==> config.mk <==
export PLATFORM = sky130hd
export DESIGN_NAME = nco_sweep_ctrl
export DESIGN_NICKNAME = d
export VERILOG_FILES = /design/src/rtl/nco_pkg.sv /design/src/rtl/nco_step_sat.sv /design/src/rtl/nco_sweep_ctrl.sv
export SDC_FILE = /design/constraint.sdc
export NUM_CORES = 1
export LEC_CHECK = 0
export BUFFER_PORTS_ARGS = -buffer_cell sky130_fd_sc_hd__buf_2
export CAP_MARGIN = 20
export CORE_MARGIN = 2
export CORE_UTILIZATION = 35
export DETAILED_ROUTE_END_ITERATION = 10
export GPL_ROUTABILITY_DRIVEN = 0
export MAX_ROUTING_LAYER = met4
export SLEW_MARGIN = 10
export SYNTH_ARGS = -nofsm -noshare
export SYNTH_HDL_FRONTEND = slang
export SYNTH_SLANG_ARGS = --single-unit
==> constraint.sdc <==
create_clock -name clk -period 4.8 [get_ports clk]
set_input_delay 0.24 -clock clk [delete_from_list [all_inputs] [get_ports clk]]
set_output_delay 0.24 -clock clk [all_outputs]
set_load 0.01 [all_outputs]
==> src/rtl/nco_pkg.sv <==
// rtl/nco_pkg.sv - shared widths and FSM state type for the NCO sweep controller
package nco_pkg;
    localparam int FRE_W   = 24;
    localparam int PHA_W   = 7;
    localparam int DWELL_W = 16;

    typedef enum logic [1:0] {
        IDLE   = 2'd0,
        SETUP  = 2'd1,
        DWELL  = 2'd2,
        FINISH = 2'd3
    } state_t;
endpackage

==> src/rtl/nco_step_sat.sv <==
// rtl/nco_step_sat.sv - combinational saturating up/down frequency step
module nco_step_sat
    import nco_pkg::*;
#(
    parameter int W = FRE_W
) (
    input  logic [W-1:0] i_cur,
    input  logic [W-1:0] i_step,
    input  logic [W-1:0] i_stop,
    input  logic         i_dir_up,
    output logic [W-1:0] o_next,
    output logic         o_hit
);
    logic [W:0]   w_sum;
    logic [W:0]   w_diff;
    logic [W-1:0] w_next;

    // One extra bit catches carry/borrow so the ramp clamps at the endpoint instead of wrapping.
    always_comb begin
        w_sum  = {1'b0, i_cur} + {1'b0, i_step};
        w_diff = {1'b0, i_cur} - {1'b0, i_step};
        if (i_step == '0) begin
            w_next = i_stop;
        end else if (i_dir_up) begin
            w_next = (w_sum[W] || (w_sum[W-1:0] >= i_stop)) ? i_stop : w_sum[W-1:0];
        end else begin
            w_next = (w_diff[W] || (w_diff[W-1:0] <= i_stop)) ? i_stop : w_diff[W-1:0];
        end
    end

    assign o_next = w_next;
    assign o_hit  = (w_next == i_stop);
endmodule

==> src/rtl/nco_sweep_ctrl.sv <==
// rtl/nco_sweep_ctrl.sv - stepped frequency sweep sequencer driving NCO frequency/phase/enable
module nco_sweep_ctrl
    import nco_pkg::*;
#(
    parameter int FRE_WIDTH   = FRE_W,
    parameter int PHA_WIDTH   = PHA_W,
    parameter int DWELL_WIDTH = DWELL_W
) (
    input  logic                   clk,
    input  logic                   rst_n,
    input  logic                   start,
    input  logic                   stop,
    input  logic                   cont,
    input  logic [FRE_WIDTH-1:0]   f_start,
    input  logic [FRE_WIDTH-1:0]   f_stop,
    input  logic [FRE_WIDTH-1:0]   f_step,
    input  logic [DWELL_WIDTH-1:0] dwell,
    input  logic [PHA_WIDTH-1:0]   pha_cfg,
    output logic [FRE_WIDTH-1:0]   fre_chtr,
    output logic [PHA_WIDTH-1:0]   pha_chtr,
    output logic                   nco_en,
    output logic                   busy,
    output logic                   done,
    output logic                   aborted
);
    state_t                 r_state, w_state_nxt;
    logic [FRE_WIDTH-1:0]   r_fre, w_fre_nxt;
    logic [PHA_WIDTH-1:0]   r_pha, w_pha_nxt;
    logic                   r_en, w_en_nxt;
    logic                   r_busy, w_busy_nxt;
    logic                   r_done, w_done_nxt;
    logic                   r_aborted, w_aborted_nxt;
    logic [DWELL_WIDTH-1:0] r_cnt, w_cnt_nxt;
    logic [FRE_WIDTH-1:0]   r_f_start, w_f_start_nxt;
    logic [FRE_WIDTH-1:0]   r_f_stop, w_f_stop_nxt;
    logic [FRE_WIDTH-1:0]   r_f_step, w_f_step_nxt;
    logic [DWELL_WIDTH-1:0] r_dwell_m1, w_dwell_m1_nxt;
    logic                   r_cont, w_cont_nxt;
    logic                   r_dir_up, w_dir_up_nxt;
    logic                   r_at_stop, w_at_stop_nxt;
    logic [FRE_WIDTH-1:0]   w_next;
    logic                   w_hit;

    nco_step_sat #(.W(FRE_WIDTH)) u_step (
        .i_cur    (r_fre),
        .i_step   (r_f_step),
        .i_stop   (r_f_stop),
        .i_dir_up (r_dir_up),
        .o_next   (w_next),
        .o_hit    (w_hit)
    );

    // r_at_stop tracks whether the value on fre_chtr is already the endpoint.
    always_comb begin
        w_state_nxt    = r_state;
        w_fre_nxt      = r_fre;
        w_pha_nxt      = r_pha;
        w_en_nxt       = r_en;
        w_busy_nxt     = r_busy;
        w_done_nxt     = 1'b0;
        w_aborted_nxt  = 1'b0;
        w_cnt_nxt      = r_cnt;
        w_f_start_nxt  = r_f_start;
        w_f_stop_nxt   = r_f_stop;
        w_f_step_nxt   = r_f_step;
        w_dwell_m1_nxt = r_dwell_m1;
        w_cont_nxt     = r_cont;
        w_dir_up_nxt   = r_dir_up;
        w_at_stop_nxt  = r_at_stop;
        case (r_state)
            IDLE: begin
                w_en_nxt   = 1'b0;
                w_busy_nxt = 1'b0;
                if (start && !stop) begin
                    w_f_start_nxt  = f_start;
                    w_f_stop_nxt   = f_stop;
                    w_f_step_nxt   = f_step;
                    w_dwell_m1_nxt = (dwell == '0) ? '0 : dwell - 1'b1;
                    w_cont_nxt     = cont;
                    w_dir_up_nxt   = (f_stop >= f_start);
                    w_at_stop_nxt  = (f_start == f_stop);
                    w_fre_nxt      = f_start;
                    w_pha_nxt      = pha_cfg;
                    w_busy_nxt     = 1'b1;
                    w_state_nxt    = SETUP;
                end
            end
            SETUP: begin
                if (stop) begin
                    w_state_nxt   = FINISH;
                    w_done_nxt    = 1'b1;
                    w_aborted_nxt = 1'b1;
                    w_en_nxt      = 1'b0;
                end else begin
                    w_state_nxt = DWELL;
                    w_en_nxt    = 1'b1;
                    w_cnt_nxt   = r_dwell_m1;
                end
            end
            DWELL: begin
                if (stop) begin
                    w_state_nxt   = FINISH;
                    w_done_nxt    = 1'b1;
                    w_aborted_nxt = 1'b1;
                    w_en_nxt      = 1'b0;
                end else if (r_cnt != '0) begin
                    w_cnt_nxt = r_cnt - 1'b1;
                end else if (r_at_stop) begin
                    if (r_cont) begin
                        w_fre_nxt     = r_f_start;
                        w_at_stop_nxt = (r_f_start == r_f_stop);
                        w_cnt_nxt     = r_dwell_m1;
                    end else begin
                        w_state_nxt = FINISH;
                        w_done_nxt  = 1'b1;
                        w_en_nxt    = 1'b0;
                    end
                end else begin
                    w_fre_nxt     = w_next;
                    w_at_stop_nxt = w_hit;
                    w_cnt_nxt     = r_dwell_m1;
                end
            end
            FINISH: begin
                w_state_nxt = IDLE;
                w_en_nxt    = 1'b0;
                w_busy_nxt  = 1'b0;
            end
            default: begin
                w_state_nxt = IDLE;
                w_en_nxt    = 1'b0;
                w_busy_nxt  = 1'b0;
            end
        endcase
    end

    always_ff @(posedge clk) begin
        if (!rst_n) begin
            r_state    <= IDLE;
            r_fre      <= '0;
            r_pha      <= '0;
            r_en       <= 1'b0;
            r_busy     <= 1'b0;
            r_done     <= 1'b0;
            r_aborted  <= 1'b0;
            r_cnt      <= '0;
            r_f_start  <= '0;
            r_f_stop   <= '0;
            r_f_step   <= '0;
            r_dwell_m1 <= '0;
            r_cont     <= 1'b0;
            r_dir_up   <= 1'b0;
            r_at_stop  <= 1'b0;
        end else begin
            r_state    <= w_state_nxt;
            r_fre      <= w_fre_nxt;
            r_pha      <= w_pha_nxt;
            r_en       <= w_en_nxt;
            r_busy     <= w_busy_nxt;
            r_done     <= w_done_nxt;
            r_aborted  <= w_aborted_nxt;
            r_cnt      <= w_cnt_nxt;
            r_f_start  <= w_f_start_nxt;
            r_f_stop   <= w_f_stop_nxt;
            r_f_step   <= w_f_step_nxt;
            r_dwell_m1 <= w_dwell_m1_nxt;
            r_cont     <= w_cont_nxt;
            r_dir_up   <= w_dir_up_nxt;
            r_at_stop  <= w_at_stop_nxt;
        end
    end

    assign fre_chtr = r_fre;
    assign pha_chtr = r_pha;
    assign nco_en   = r_en;
    assign busy     = r_busy;
    assign done     = r_done;
    assign aborted  = r_aborted;
endmodule
==> impl_metrics.env <==
export IMPL_min_from="pha_cfg[2]"
export IMPL_drive_above_1_share=0.288
export IMPL_layoutNonFillerInstCount=2638
export IMPL_cp_common_cell="buf_4"
export IMPL_maxSlewViolCount=0
export IMPL_rows=70
export IMPL_overflow=0
export IMPL_setup_ws_ns=-0.547
export IMPL_ctsHoldBuffers=0
export IMPL_nets=2381
export IMPL_ys_seq_area_frac=0.225
export IMPL_syn_to_final_growth_pct=36.0
export IMPL_grt_pass1_vias=14100
export IMPL_worst_ep_arrival_time_ns=5.72
export IMPL_fill_cells=3563
export IMPL_max_stage_delay_ns=0.35
export IMPL_syn_avg_cell_area_um2=7.22
export IMPL_synth_cell_type_count=85
export IMPL_die_area_mm2=0.0382
export IMPL_io_pins=135
export IMPL_ir_worst_vdd_uv=499
export IMPL_dieHeight_um=195
export IMPL_root_buffer="clkbuf_16"
export IMPL_cts_made_buffers=17
export IMPL_fmax_ghz=0.187
export IMPL_clk_pin_slew_worst_paths_ns=0.07
export IMPL_synth_top_cell_area_share=0.225
export IMPL_wl_per_cell_um=19.7
export IMPL_violations="setup timing"
export IMPL_syn_area_mm2=0.0128
export IMPL_synthFlopType="dfxtp_1"
export IMPL_path_max_fanout=5
export IMPL_antenna_found_initial=6
export IMPL_maxSlewHeadroom=0.390
export IMPL_synth_fa_ha_area_frac=0.126
export IMPL_syn_num_nets=2006
export IMPL_dpl_cell_area_mm2=0.0161
export IMPL_via_per_inst=5.61
export IMPL_synthCells=1778
export IMPL_cts_sinks=144
export IMPL_num_vias=14800
export IMPL_core_area_mm2=0.0363
export IMPL_yosysTopAreaCell="dfxtp_1"
export IMPL_dp_hpwl_um=40800
export IMPL_worst_slew_pin_slew_ns=0.912
export IMPL_start_util=0.353
export IMPL_cp_data_required_time_ns=5.17
export IMPL_wirelength_um=51900
export IMPL_path_class="flip-flop to flip-flop"
export IMPL_path_delay_family="compound AO/OA/AOI/OAI gates"
export IMPL_status="complete, but fails checks"
export IMPL_report_final_setup_viol=25
export IMPL_worst_setup_path_start_kind="flip-flop"
export IMPL_synth_area_leaders="dfxtp_1 22%, ha_1 12%, nand2_1 8.0%"
export IMPL_final_core_util=0.480
export IMPL_setup_tns_ns=-9.60
export IMPL_p_per_area_mw_per_mm2=862
export IMPL_synth_compound_area_frac=0.286
export IMPL_clk_latency_ns=0.46
export IMPL_dp_cells=2578
export IMPL_end_kind="flip-flop"
export IMPL_hold_violations=0
export IMPL_ys_seq_elements=144
export IMPL_r2r_start="fre_chtr[0]$_SDFFE_PN0P_"
export IMPL_period_minus_slack_ns=5.35
export IMPL_drtIter0Drc=1226
export IMPL_hp_class="input port to flip-flop"
export IMPL_synth_async_reset_ratio=0
export IMPL_p_leak_nw=7.55
export IMPL_clock_skew_ns=0.0111
export IMPL_final_common_cell="buf_4"
export IMPL_synth_top_family_by_area="compound AO/OA/AOI/OAI gates"
export IMPL_postRouteAntennaNets=0
export IMPL_rsz0062_at_grt="true"
export IMPL_synth_xor_area_share=0.0647
export IMPL_portBuffers=134
export IMPL_drc=0
export IMPL_startpoint="fre_chtr[0]$_SDFFE_PN0P_"
export IMPL_fin_area_mm2=0.0175
export IMPL_yosys_warnings=0
export IMPL_grt_pass1_wl_um=79300
export IMPL_synth_mux_area_frac=0.00312
export IMPL_slowest_stage="dfxtp_4"
export IMPL_firstDrtPassIters=6
export IMPL_grt_usage=0.276
export IMPL_cts_tree="yes"
export IMPL_drv_cap=0
export IMPL_cts_buffer_depth=2
export IMPL_crit_buf_inv=5
export IMPL_die_x_um=195
export IMPL_mostFrequentLayoutCells="311 x buf_4, 269 x nand2_1, 139 x dfxtp_1"
export IMPL_grt_max_degree=97
export IMPL_synth_edf_count=0
export IMPL_timing_final_crit_share=1.11
export IMPL_yosys_area_share_simple=0.224
export IMPL_htreeDepth=4
==> cells in the mapped netlist, drive strengths merged (12+ instances only) <==
cell      n
a211oi   19
xnor2    68
nand2   273
buf      16
nand2b   15
nor4     21
a21oi   139
clkbuf   95
inv     124
nor2    108
nand3    22
nor2b    36
a22oi    30
nand4    34
and2     13
o221ai   13
xor2     26
o211ai   17
a21boi   87
a31oi    19
o21ai   120
nor3     45
a21o     13
ha      126
or3      12
dfxtp   144
==> routing by layer <==
metal  vias to the layer above  track usage  routed length [um]
li1                       7060            -                   -
met1                      6878        0.329               21000
met2                       698        0.428               23400
met3                       158       0.0589                4050
met4                         0        0.164                3470
met5                         -            -                   0
==> worst register-to-register path, delay by kind of cell, from the launching register on <==
kind | cells | cell delay, ns
XOR/XNOR | 1 | 0.18
AO/OA/AOI/OAI | 11 | 2.22
AND/OR/NAND/NOR | 5 | 0.93
adder cells (fa/ha/maj) | 3 | 0.77
buffers and inverters | 5 | 0.80
flip-flops | 1 | 0.35
==> report_power, final <==
| group | total, mW | switching, mW | internal [mW] |
|---|---|---|---|
| Clock | 1.44 | 0.653 | 0.791 |
| Combinational | 12.0 | 6.42 | 5.57 |
| Sequential | 1.62 | 0.224 | 1.40 |
| Total | 15.1 | 7.29 | 7.76 |
==> cell families after synthesis <==
family,count (synthesis)
buf+inv,237
compound gates,558
mux,4
xor+xnor,94
fa+ha+maj,128
simple gates,613
flops,144
==> worst paths after layout <==
| check | endpoint | slack (ns) | cells after the start |
|---|---|---|---|
| setup / recovery | fre_chtr[14]$_SDFFE_PN0P_ | -0.55 | 25 |
| hold / removal | pha_chtr[2]$_SDFFE_PN0P_ | 0.03 | 3 |
| setup reg to reg | fre_chtr[14]$_SDFFE_PN0P_ | -0.55 | 25 |
| hold reg to reg | pha_chtr[2]$_SDFFE_PN0P_ | 0.46 | 2 |
==> state kept, by name (all words and copies together) (netlist names) <==
signal and cells:
pha_chtr 7, r_f_start 24, done 1, r_dwell_m1 16, r_dir_up 1, aborted 1, nco_en 1, r_at_stop 1
fre_chtr 24, busy 1, r_f_step 24, r_cnt 16, r_cont 1, r_state 2, r_f_stop 24
==> cell type report <==
type                            instances  area [um2]  area share
Timing Repair Buffer                  467        3280       0.188
Clock inverter                         15         193      0.0110
Sequential cell                       144        2890       0.166
Tap cell                              468         586      0.0336
Clock buffer                           17         425      0.0244
Antenna cell                            4        10.0    0.000574
Inverter                              126         473      0.0271
Multi-Input combinational cell       1397        9590       0.549
==> metrics by stage <==
step	power [mW]	setup WS (ns)	hold WS, ns
detailed placement	11.7	-0.810	0.457
finish	15.1	-0.547	0.0313
floorplan	7.15	-0.292	0.385
CTS	14.0	-0.529	0.00784
global placement	11.6	-0.656	0.450
global route	16.0	-0.733	0.0263
==> timing repair <==
item	4_1_cts	5_1_grt
pin swaps	63	42
resized for setup	86	61
endpoints found under the setup margin	25	25
buffers inserted	13	19
(Power assumes the default switching activity.)
